## src/rtl/uart_parity_unit_if.sv

```systemverilog
// rtl/uart_parity_unit_if.sv - input/output beat streams of the parity unit
// The master side drives input beats and accepts output beats.
interface uart_parity_unit_if #(
    parameter int DATA_W = 8
);
    logic              in_valid;
    logic              in_ready;
    logic [DATA_W-1:0] in_data;
    logic              in_par;
    logic              out_valid;
    logic              out_ready;
    logic [DATA_W-1:0] out_data;
    logic              out_par;
    logic              out_err;

    modport master (
        output in_valid, in_data, in_par, out_ready,
        input  in_ready, out_valid, out_data, out_par, out_err
    );

    modport slave (
        input  in_valid, in_data, in_par, out_ready,
        output in_ready, out_valid, out_data, out_par, out_err
    );
endinterface

```

## src/rtl/uart_parity_unit.sv

```systemverilog
// rtl/uart_parity_unit.sv - UART parity generator/checker with one registered output stage
// Configuration is taken with each accepted beat, so modes may change on any beat boundary.
module uart_parity_unit #(
    parameter int DATA_W = 8,
    parameter int CNT_W  = 8
) (
    input  logic             clk,
    input  logic             rst_n,
    input  logic             parity_en,
    input  logic [1:0]       par_mode,
    input  logic [3:0]       char_len,
    input  logic             chk_mode,
    uart_parity_unit_if.slave bus,
    output logic [CNT_W-1:0] err_cnt,
    input  logic             err_cnt_clr
);
    localparam logic [4:0] MAX_LEN = 5'(DATA_W);
    localparam logic [4:0] MIN_LEN = 5'd5;

    localparam logic [1:0] MODE_EVEN  = 2'b00;
    localparam logic [1:0] MODE_ODD   = 2'b01;
    localparam logic [1:0] MODE_MARK  = 2'b10;
    localparam logic [1:0] MODE_SPACE = 2'b11;

    logic [4:0]        eff_len;
    logic [DATA_W-1:0] len_mask;
    logic [DATA_W-1:0] masked_data;
    logic              data_xor;
    logic              par_bit;
    logic              par_err;
    logic              accept;
    logic              cnt_full;

    logic              out_valid_q;
    logic [DATA_W-1:0] out_data_q;
    logic              out_par_q;
    logic              out_err_q;

    // Out-of-range lengths clamp to the nearest legal width instead of being rejected.
    always_comb begin
        eff_len = {1'b0, char_len};
        if ({1'b0, char_len} < MIN_LEN) begin
            eff_len = MIN_LEN;
        end else if ({1'b0, char_len} > MAX_LEN) begin
            eff_len = MAX_LEN;
        end
    end

    always_comb begin
        len_mask = '0;
        for (int i = 0; i < DATA_W; i++) begin
            len_mask[i] = (5'(i) < eff_len);
        end
    end

    assign masked_data = bus.in_data & len_mask;
    assign data_xor    = ^masked_data;

    always_comb begin
        par_bit = 1'b0;
        if (parity_en) begin
            case (par_mode)
                MODE_EVEN:  par_bit = data_xor;
                MODE_ODD:   par_bit = ~data_xor;
                MODE_MARK:  par_bit = 1'b1;
                MODE_SPACE: par_bit = 1'b0;
                default:    par_bit = 1'b0;
            endcase
        end
    end

    assign par_err  = parity_en && chk_mode && (bus.in_par != par_bit);
    assign cnt_full = (err_cnt == {CNT_W{1'b1}});

    assign bus.in_ready = !out_valid_q || bus.out_ready;
    assign accept       = bus.in_valid && bus.in_ready;

    always_ff @(posedge clk or negedge rst_n) begin
        if (!rst_n) begin
            out_valid_q <= 1'b0;
        end else if (accept) begin
            out_valid_q <= 1'b1;
        end else if (bus.out_ready) begin
            out_valid_q <= 1'b0;
        end
    end

    // Payload only moves on accept, which keeps it stable while downstream stalls.
    always_ff @(posedge clk or negedge rst_n) begin
        if (!rst_n) begin
            out_data_q <= '0;
            out_par_q  <= 1'b0;
            out_err_q  <= 1'b0;
        end else if (accept) begin
            out_data_q <= masked_data;
            out_par_q  <= par_bit;
            out_err_q  <= par_err;
        end
    end

    // Clear wins over a same-cycle increment so software sees a clean zero.
    always_ff @(posedge clk or negedge rst_n) begin
        if (!rst_n) begin
            err_cnt <= '0;
        end else if (err_cnt_clr) begin
            err_cnt <= '0;
        end else if (accept && par_err && !cnt_full) begin
            err_cnt <= err_cnt + CNT_W'(1);
        end
    end

    assign bus.out_valid = out_valid_q;
    assign bus.out_data  = out_data_q;
    assign bus.out_par   = out_par_q;
    assign bus.out_err   = out_err_q;
endmodule

```

## src/flat_wrapper.sv

```systemverilog
// flat-port wrapper written by rule: the top's interface ports become plain ports
module uart_parity_unit_flat 
#(
    parameter int DATA_W = 8,
    parameter int CNT_W  = 8
)
  (clk, rst_n, parity_en, par_mode, char_len, chk_mode, err_cnt, err_cnt_clr, bus_in_valid, bus_in_data, bus_in_par, bus_out_ready, bus_in_ready, bus_out_valid, bus_out_data, bus_out_par, bus_out_err);
  uart_parity_unit_if #(.DATA_W(DATA_W)) bus_i ();
  input  logic clk;
  input  logic rst_n;
  input  logic parity_en;
  input  logic [1:0] par_mode;
  input  logic [3:0] char_len;
  input  logic chk_mode;
  output logic [CNT_W-1:0] err_cnt;
  input  logic err_cnt_clr;
  input wire logic [$bits(bus_i.in_valid)-1:0] bus_in_valid;
  input wire logic [$bits(bus_i.in_data)-1:0] bus_in_data;
  input wire logic [$bits(bus_i.in_par)-1:0] bus_in_par;
  input wire logic [$bits(bus_i.out_ready)-1:0] bus_out_ready;
  output wire logic [$bits(bus_i.in_ready)-1:0] bus_in_ready;
  output wire logic [$bits(bus_i.out_valid)-1:0] bus_out_valid;
  output wire logic [$bits(bus_i.out_data)-1:0] bus_out_data;
  output wire logic [$bits(bus_i.out_par)-1:0] bus_out_par;
  output wire logic [$bits(bus_i.out_err)-1:0] bus_out_err;
  assign bus_i.in_valid = bus_in_valid;
  assign bus_i.in_data = bus_in_data;
  assign bus_i.in_par = bus_in_par;
  assign bus_i.out_ready = bus_out_ready;
  assign bus_in_ready = bus_i.in_ready;
  assign bus_out_valid = bus_i.out_valid;
  assign bus_out_data = bus_i.out_data;
  assign bus_out_par = bus_i.out_par;
  assign bus_out_err = bus_i.out_err;
  uart_parity_unit #(.DATA_W(DATA_W), .CNT_W(CNT_W)) u_core (.clk(clk), .rst_n(rst_n), .parity_en(parity_en), .par_mode(par_mode), .char_len(char_len), .chk_mode(chk_mode), .bus(bus_i), .err_cnt(err_cnt), .err_cnt_clr(err_cnt_clr));
endmodule
```

## config.mk

```make
export PLATFORM = sky130hd
export DESIGN_NAME = uart_parity_unit_flat
export DESIGN_NICKNAME = d
export VERILOG_FILES = /design/src/rtl/uart_parity_unit_if.sv /design/src/rtl/uart_parity_unit.sv /design/src/flat_wrapper.sv
export SDC_FILE = /design/constraint.sdc
export NUM_CORES = 1
export LEC_CHECK = 0
export CAP_MARGIN = 20
export CORE_UTILIZATION = 38
export DETAILED_ROUTE_END_ITERATION = 6
export PLACE_DENSITY = 0.85
export SYNTH_ARGS = -nofsm -noshare
export SYNTH_HDL_FRONTEND = slang
export SYNTH_SLANG_ARGS = --single-unit
```

## constraint.sdc

```tcl
create_clock -name clk -period 1.8 [get_ports clk]
set_clock_uncertainty 0.1 [all_clocks]
set_input_delay 0.18 -clock clk [delete_from_list [all_inputs] [get_ports clk]]
set_output_delay 0.18 -clock clk [all_outputs]
set_load 0.05 [all_outputs]
```

==> metrics.txt, run 1 <==
Hold Path End u_core.bus.out_data[4]; Total GRT Usage between 20 and 25%; CTS Sinks 19; Die Wd 54.2 um; CTS root buf clkbuf_4; vias in the first global route between 1,000 and 1,500; Required @ worst endpoint between 1.5 and 2 ns; worst-path cell chain buf_8 > xnor2_4 > xnor3_1 > xnor2_2 > mux2_4 > xnor2_4 > buf_6 > or4_4 > a21oi_2; Post-Synthesis Cells 100; Pwr Density ~690 nW/um2; Starting Density 41.1%; RSZ-0062 raised after global routing yes; layout filler cell count about 180; CTS tree done; Die Y ~54 um; via count around 1,100; first-pass GRT wire length 4510 um; flop2flop setup slack -0.18 ns; Antenna Cells 0; Worst Tran Pin Value about 0.51 ns; period utilization 117%; Buf/Inv on CP 2; synth unique cells 31; WHS Path Cells 2; crit path max fanout 6; Synth Area per Inst approximately 10 um2; CP Capture Type register; commonest non-fill, non-tap cell in the layout buf_4; hold slack about 0.015 ns; Crit path max-delay family XOR/XNOR gates; CP max-delay cell or4_4; sequential cell area fraction in the yosys report 45.9%; clk buf depth 2; Syn Std Cell Area about 1000 um2; Skew-Pair Late Insertion Delay approximately 0.30 ns; final setup TNS -2.06 ns; DRT Wirelength a little over 3000 um; maximum VDD drop just over 0.5 mV; Placer Congestion ~0.84; Detailed Routing Iterations Pass 1 5; CP Launch Type primary input; First DRT Iteration DRCs 26; critical path arrival 2.23 ns; total design power 0.00127 W; Final Max Tran Viols 0; hold path start bus_in_data[4]; Hold Path Class in -> reg; max_slew headroom around 66%; total CTS buffers 3; DRC 0; largest net degree at the start of global routing 20; Final min period 2.11 ns; final worst-path setup slack -0.310 ns; Core Region between 2000 and 3000 um2; Yosys reg bits 19; cts hold-fix bufs 0; Reg-to-Reg Start u_core.err_cnt[0]; Overflow after GRT 0; row cnt 18; fmax roughly 0.47 GHz; # port buffers a little over 40; htree depth 1; max incr delay on CP approximately 0.42 ns; Reg2Reg Depth 6; total leakage power between 0.8 and 0.9 nW; commonest non-fill, non-tap cells in the layout buf_4 (33), clkdlybuf4s50_1 (18), dfrtp_1 (12); Mapped Nets between 100 and 150; antenna-violating nets left 0; hold violation total from the final report 0; io pins 42; layout cell share with drive strength beyond 1 between 40% and 50%; status finished, violations left; CTS clk-pin slew, worst paths 0.12 ns; CP Class in -> reg; Most common cell on crit path xnor2_4; Layout area overhead 79.0%; DP HPWL roughly 2100 um; vias per cell roughly 5.4; synth warn 0; die area just under 3000 um2; wire length per cell ~15 um; failing checks negative setup slack; fin nets around 190; Worst R2R End u_core.err_cnt[3]; initial antenna violation count 0; Place WS -1.09 ns; final-report setup violation count 8; final core occ between 70% and 80%; max_cap viols 0
## layer usage
metal	vias to the layer above	share of wire, %	global-route usage (%)
met5	-	0	0
met3	5	4.2	3.33
li1	498	-	-
met2	42	52	39.8
met4	0	1.2	9.40
met1	509	42	24.7
## how the worst max path moves through the flow
stage | cells after the start | from | slack [ns] | to
4_1_cts | 9 | bus_in_data[4] | -0.35 | u_core.err_cnt[4]
3_5_place_dp | 8 | bus_in_data[1] | -1.09 | u_core.err_cnt[2]
5_1_grt | 9 | bus_in_data[1] | -0.34 | u_core.err_cnt[7]
2_1_floorplan | 8 | bus_in_data[1] | -0.36 | u_core.err_cnt[6]
6_report | 9 | bus_in_data[1] | -0.31 | u_core.err_cnt[7]
3_3_place_gp | 8 | bus_in_data[1] | -1.02 | u_core.err_cnt[5]
## timing repair
item | 4_1_cts | 5_1_grt
endpoints found under the hold margin | 0 | 0
resized for setup | 40 | 20
setup endpoints to repair | 10 | 12
setup buffers | 5 | 0
pin swaps | 11 | 9
## metrics by stage
stage | area [um2] | std cells
2_1_floorplan | 1090 | 100
3_3_place_gp | 1670 | 188
3_5_place_dp | 1670 | 188
4_1_cts | 1780 | 197
5_1_grt | 1850 | 197
6_report | 1850 | 197
## power by group
part / switching, W / internal [W]
Sequential: 0.0000191 / 0.000461
Combinational: 0.000297 / 0.000271
Clock: 0.000138 / 0.0000862
Total: 0.000454 / 0.000818
## sequential cells by signal, indices dropped and copies added (netlist names)
signal,flops
u_core.bus.out_valid,1
u_core.bus.out_data,8
u_core.bus.out_err,1
u_core.bus.out_par,1
u_core.err_cnt,8
## final cells by class
class / instances / area [um2] / area share [%]
clock buffer: 4 / 26.3 / 1.42
tap: 30 / 37.5 / 2.02
timing repair buffer: 67 / 618 / 33.3
inverter: 3 / 11.3 / 0.607
sequential: 19 / 484 / 26.1
multi-input combinational: 74 / 677 / 36.5
## Yosys cell counts (all sizes together)
library cell  instances  area share (%)
nor2b                 2             1.2
clkbuf                2            0.72
nand2                10             3.6
nor4                  2             2.7
o31ai                 5             3.6
nand2b                2             1.2
xnor2                 6             5.8
nand3b                2             1.4
buf                   2             1.4
and2                  1            0.60
nor2                  5             1.8
or4                   4             2.9
a21oi                 7             3.4
inv                   3             1.1
dfrtp                19              46
o311ai                1            0.85
or3b                  1            0.85
a41oi                 1            0.85
nand4                 1            0.60
ha                    1             1.2
xnor3                 1             2.2
o21ai                 7             3.4
mux2                  8             9.1
nand3                 5             2.4
or3                   2             1.2
## kinds of logic after synthesis
family / synth area share (%)
AO/OA/AOI/OAI: 12.1
XOR/XNOR: 7.97
adder cells (fa/ha/maj): 1.21
buffers and inverters: 3.26
flip-flops: 45.9
multiplexers: 9.06
AND/OR/NAND/NOR: 20.5
No activity file was read; power rests on OpenSTA's default activity.
==> inputs of run 2 (changes only) <==
--- a/config.mk
+++ b/config.mk
@@ -6,6 +6,8 @@
 export NUM_CORES = 1
 export LEC_CHECK = 0
 export CAP_MARGIN = 20
+export CORE_ASPECT_RATIO = 0.8
+export CORE_MARGIN = 8
 export CORE_UTILIZATION = 38
 export DETAILED_ROUTE_END_ITERATION = 6
 export PLACE_DENSITY = 0.85
==> metrics.txt, run 2 (same netlist as run 1, synthesis figures left out) <==
First DRT Iteration DRCs 49 (was 26); Die Wd 74.4 um (was 54.2 um); antenna-violating nets left 0 (unchanged); commonest non-fill, non-tap cells in the layout buf_4 (32), dfrtp_1 (12), clkdlybuf4s50_1 (10) (was buf_4 (33), clkdlybuf4s50_1 (18), dfrtp_1 (12)); crit path max fanout 5 (was 6); DP HPWL 2440 um (was 2130 um); wire length per cell 16.0 um (was 15.4 um); vias per cell 5.13 (was 5.35); CP Capture Type register (unchanged); sequential group share of total power 38.4% (was 37.7%); CTS root buf clkbuf_4 (unchanged); logic gate share of total power 43.7% (was 44.7%); RSZ-0062 raised after global routing yes (unchanged); layout filler cell count 230 (was 176); critical path arrival 2.13 ns (was 2.23 ns); switching share of total power 36.6% (was 35.7%); final worst-path setup slack -0.244 ns (was -0.310 ns); status finished, violations left (unchanged); CTS tree done (unchanged); CTS clk-pin slew, worst paths 0.11 ns (was 0.12 ns); final setup TNS -1.58 ns (was -2.06 ns); Overflow after GRT 0 (unchanged); Detailed Routing Iterations Pass 1 4 (was 5); CP Launch Type primary input (unchanged); Hold Path Class in -> reg (unchanged); area of the multi-input gates 674 um2 (was 677 um2); period utilization 114% (was 117%); commonest non-fill, non-tap cell in the layout buf_4 (unchanged); max_slew headroom 53.9% (was 66.0%); Antenna Cells 0 (unchanged); io pins 42 (unchanged); largest net degree at the start of global routing 20 (unchanged); Area after DPL 1650 um2 (was 1670 um2); CP Class in -> reg (unchanged); P_int 0.000792 W (was 0.000818 W); Final Max Tran Viols 0 (unchanged); fmax 0.489 GHz (was 0.474 GHz); total leakage power 0.871 nW (was 0.843 nW); hold violation total from the final report 0 (unchanged); htree depth 1 (unchanged); via count 1,047 (was 1,054); first-pass GRT wire length 5320 um (was 4510 um); Die Y 62.7 um (was 54.2 um); DRT Wirelength 3260 um (was 3040 um); Starting Density 38.7% (was 41.1%); Switch Pwr 0.000457 W (was 0.000454 W); initial antenna violation count 0 (unchanged); Skew-Pair Late Insertion Delay 0.31 ns (was 0.30 ns); Core Region 2680 um2 (was 2520 um2); final instance area 1850 um2 (about the same); DRC 0 (unchanged); die area 4660 um2 (was 2940 um2); final-report setup violation count 9 (was 8); failing checks negative setup slack (unchanged); Required @ worst endpoint 1.89 ns (was 1.92 ns); # port buffers 41 (unchanged); layout cell share with drive strength beyond 1 47.6% (was 47.3%); vias in the first global route 1,139 (was 1,098); Placer Congestion 0.752 (was 0.839); clk buf depth 2 (unchanged); FF+latch area 484 um2 (unchanged); total CTS buffers 3 (unchanged); CTS Sinks 19 (unchanged); Inst Count DP 194 (was 188); filler-free cell count of the finished design 204 (was 197); fin nets 190 (was 191); clock power share 17.9% (was 17.6%); Pwr Density 674 nW/um2 (was 686 nW/um2); Total GRT Usage 14.4% (was 21.7%); max_cap viols 0 (unchanged); row cnt 17 (was 18); maximum VDD drop 0.481 mV (was 0.516 mV); Final min period 2.04 ns (was 2.11 ns); Worst Tran Pin Value 0.686 ns (was 0.509 ns); Layout area overhead 78.7% (was 79.0%)
run 2: cell types whose count changed in the layout (fill, tap and decap cells not counted), moves of 2 or more:
cell	change
or4_1	+2
o31ai_4	-2
a21oi_1	+2
o21ai_2	+2
dlygate4sd3_1	+3
a21oi_2	-2
or4_4	-2
o21ai_1	-2
dlymetal6s2s_1	+4
clkdlybuf4s50_1	-8
run 2: power by group through the flow:
stage          logic [W]  clock network, W  registers (W)
6_report        0.000546          0.000223       0.000479
5_1_grt         0.000575          0.000253       0.000484
4_1_cts         0.000528          0.000233       0.000481
3_5_place_dp    0.000476                 0       0.000489
3_3_place_gp    0.000459                 0       0.000486
2_1_floorplan   0.000165                 0       0.000608
run 2: repair_timing:
action | in CTS | in global routing
gates resized for setup | 34 | 27
buffers inserted | 2 | 0
setup endpoints to repair | 11 | 15
cloned | 1 | 0
pin swaps | 13 | 3
endpoints found under the hold margin | 1 | 2
hold buffers | 1 | 2
run 2: cell type report:
type	count	share of cell area (%)
Clock buffer	3	1.22
Clock inverter	1	0.270
Inverter	3	0.608
Multi-Input combinational cell	75	36.4
Sequential cell	19	26.1
Tap cell	38	2.57
Timing Repair Buffer	65	32.8
run 2: critical path, stage by stage:
cell     delay (ns)
buf_8          0.10
xnor2_4        0.16
xnor3_1        0.37
xnor2_2        0.17
mux2_4         0.37
xnor2_4        0.17
buf_6          0.16
buf_4          0.13
buf_6          0.11
o21ai_2        0.14
a21oi_2        0.06
run 2: worst paths after layout:
kind / from / to / slack (ns) / depth (start not counted)
worst max-delay path: bus_in_data[2] / u_core.err_cnt[1] / -0.24 / 11
worst min-delay path: bus_in_data[1] / u_core.bus.out_data[1] / 0.03 / 2
worst max register to register: u_core.err_cnt[0] / u_core.err_cnt[1] / -0.11 / 7
worst min register to register: u_core.bus.out_data[7] / u_core.bus.out_data[7] / 0.40 / 2
max in group asynchronous: rst_n / u_core.err_cnt[2] / 1.26 / 2
min in group asynchronous: rst_n / u_core.bus.out_data[1] / 0.11 / 2
run 2: stage by stage:
step	power, W	worst slack (ns)	hold WS, ns	utilization, %
final	0.00125	-0.244	0.0264	69.1
after global routing	0.00131	-0.301	0.0113	69.1
after CTS	0.00124	-0.316	0.000673	64.9
after detailed placement	0.000965	-1.12	0.379	61.4
after global placement	0.000944	-1.01	0.366	61.4
after floorplan	0.000773	-0.362	-0.216	-
run 2: metal layers:
layer / up-vias / share of wire (%) / global-route usage, %
met4: 0 / 0.77 / 2.93
met3: 5 / 6.7 / 6.09
li1: 499 / - / -
met2: 28 / 54 / 25.4
met1: 515 / 38 / 15.1
met5: - / 0 / 0
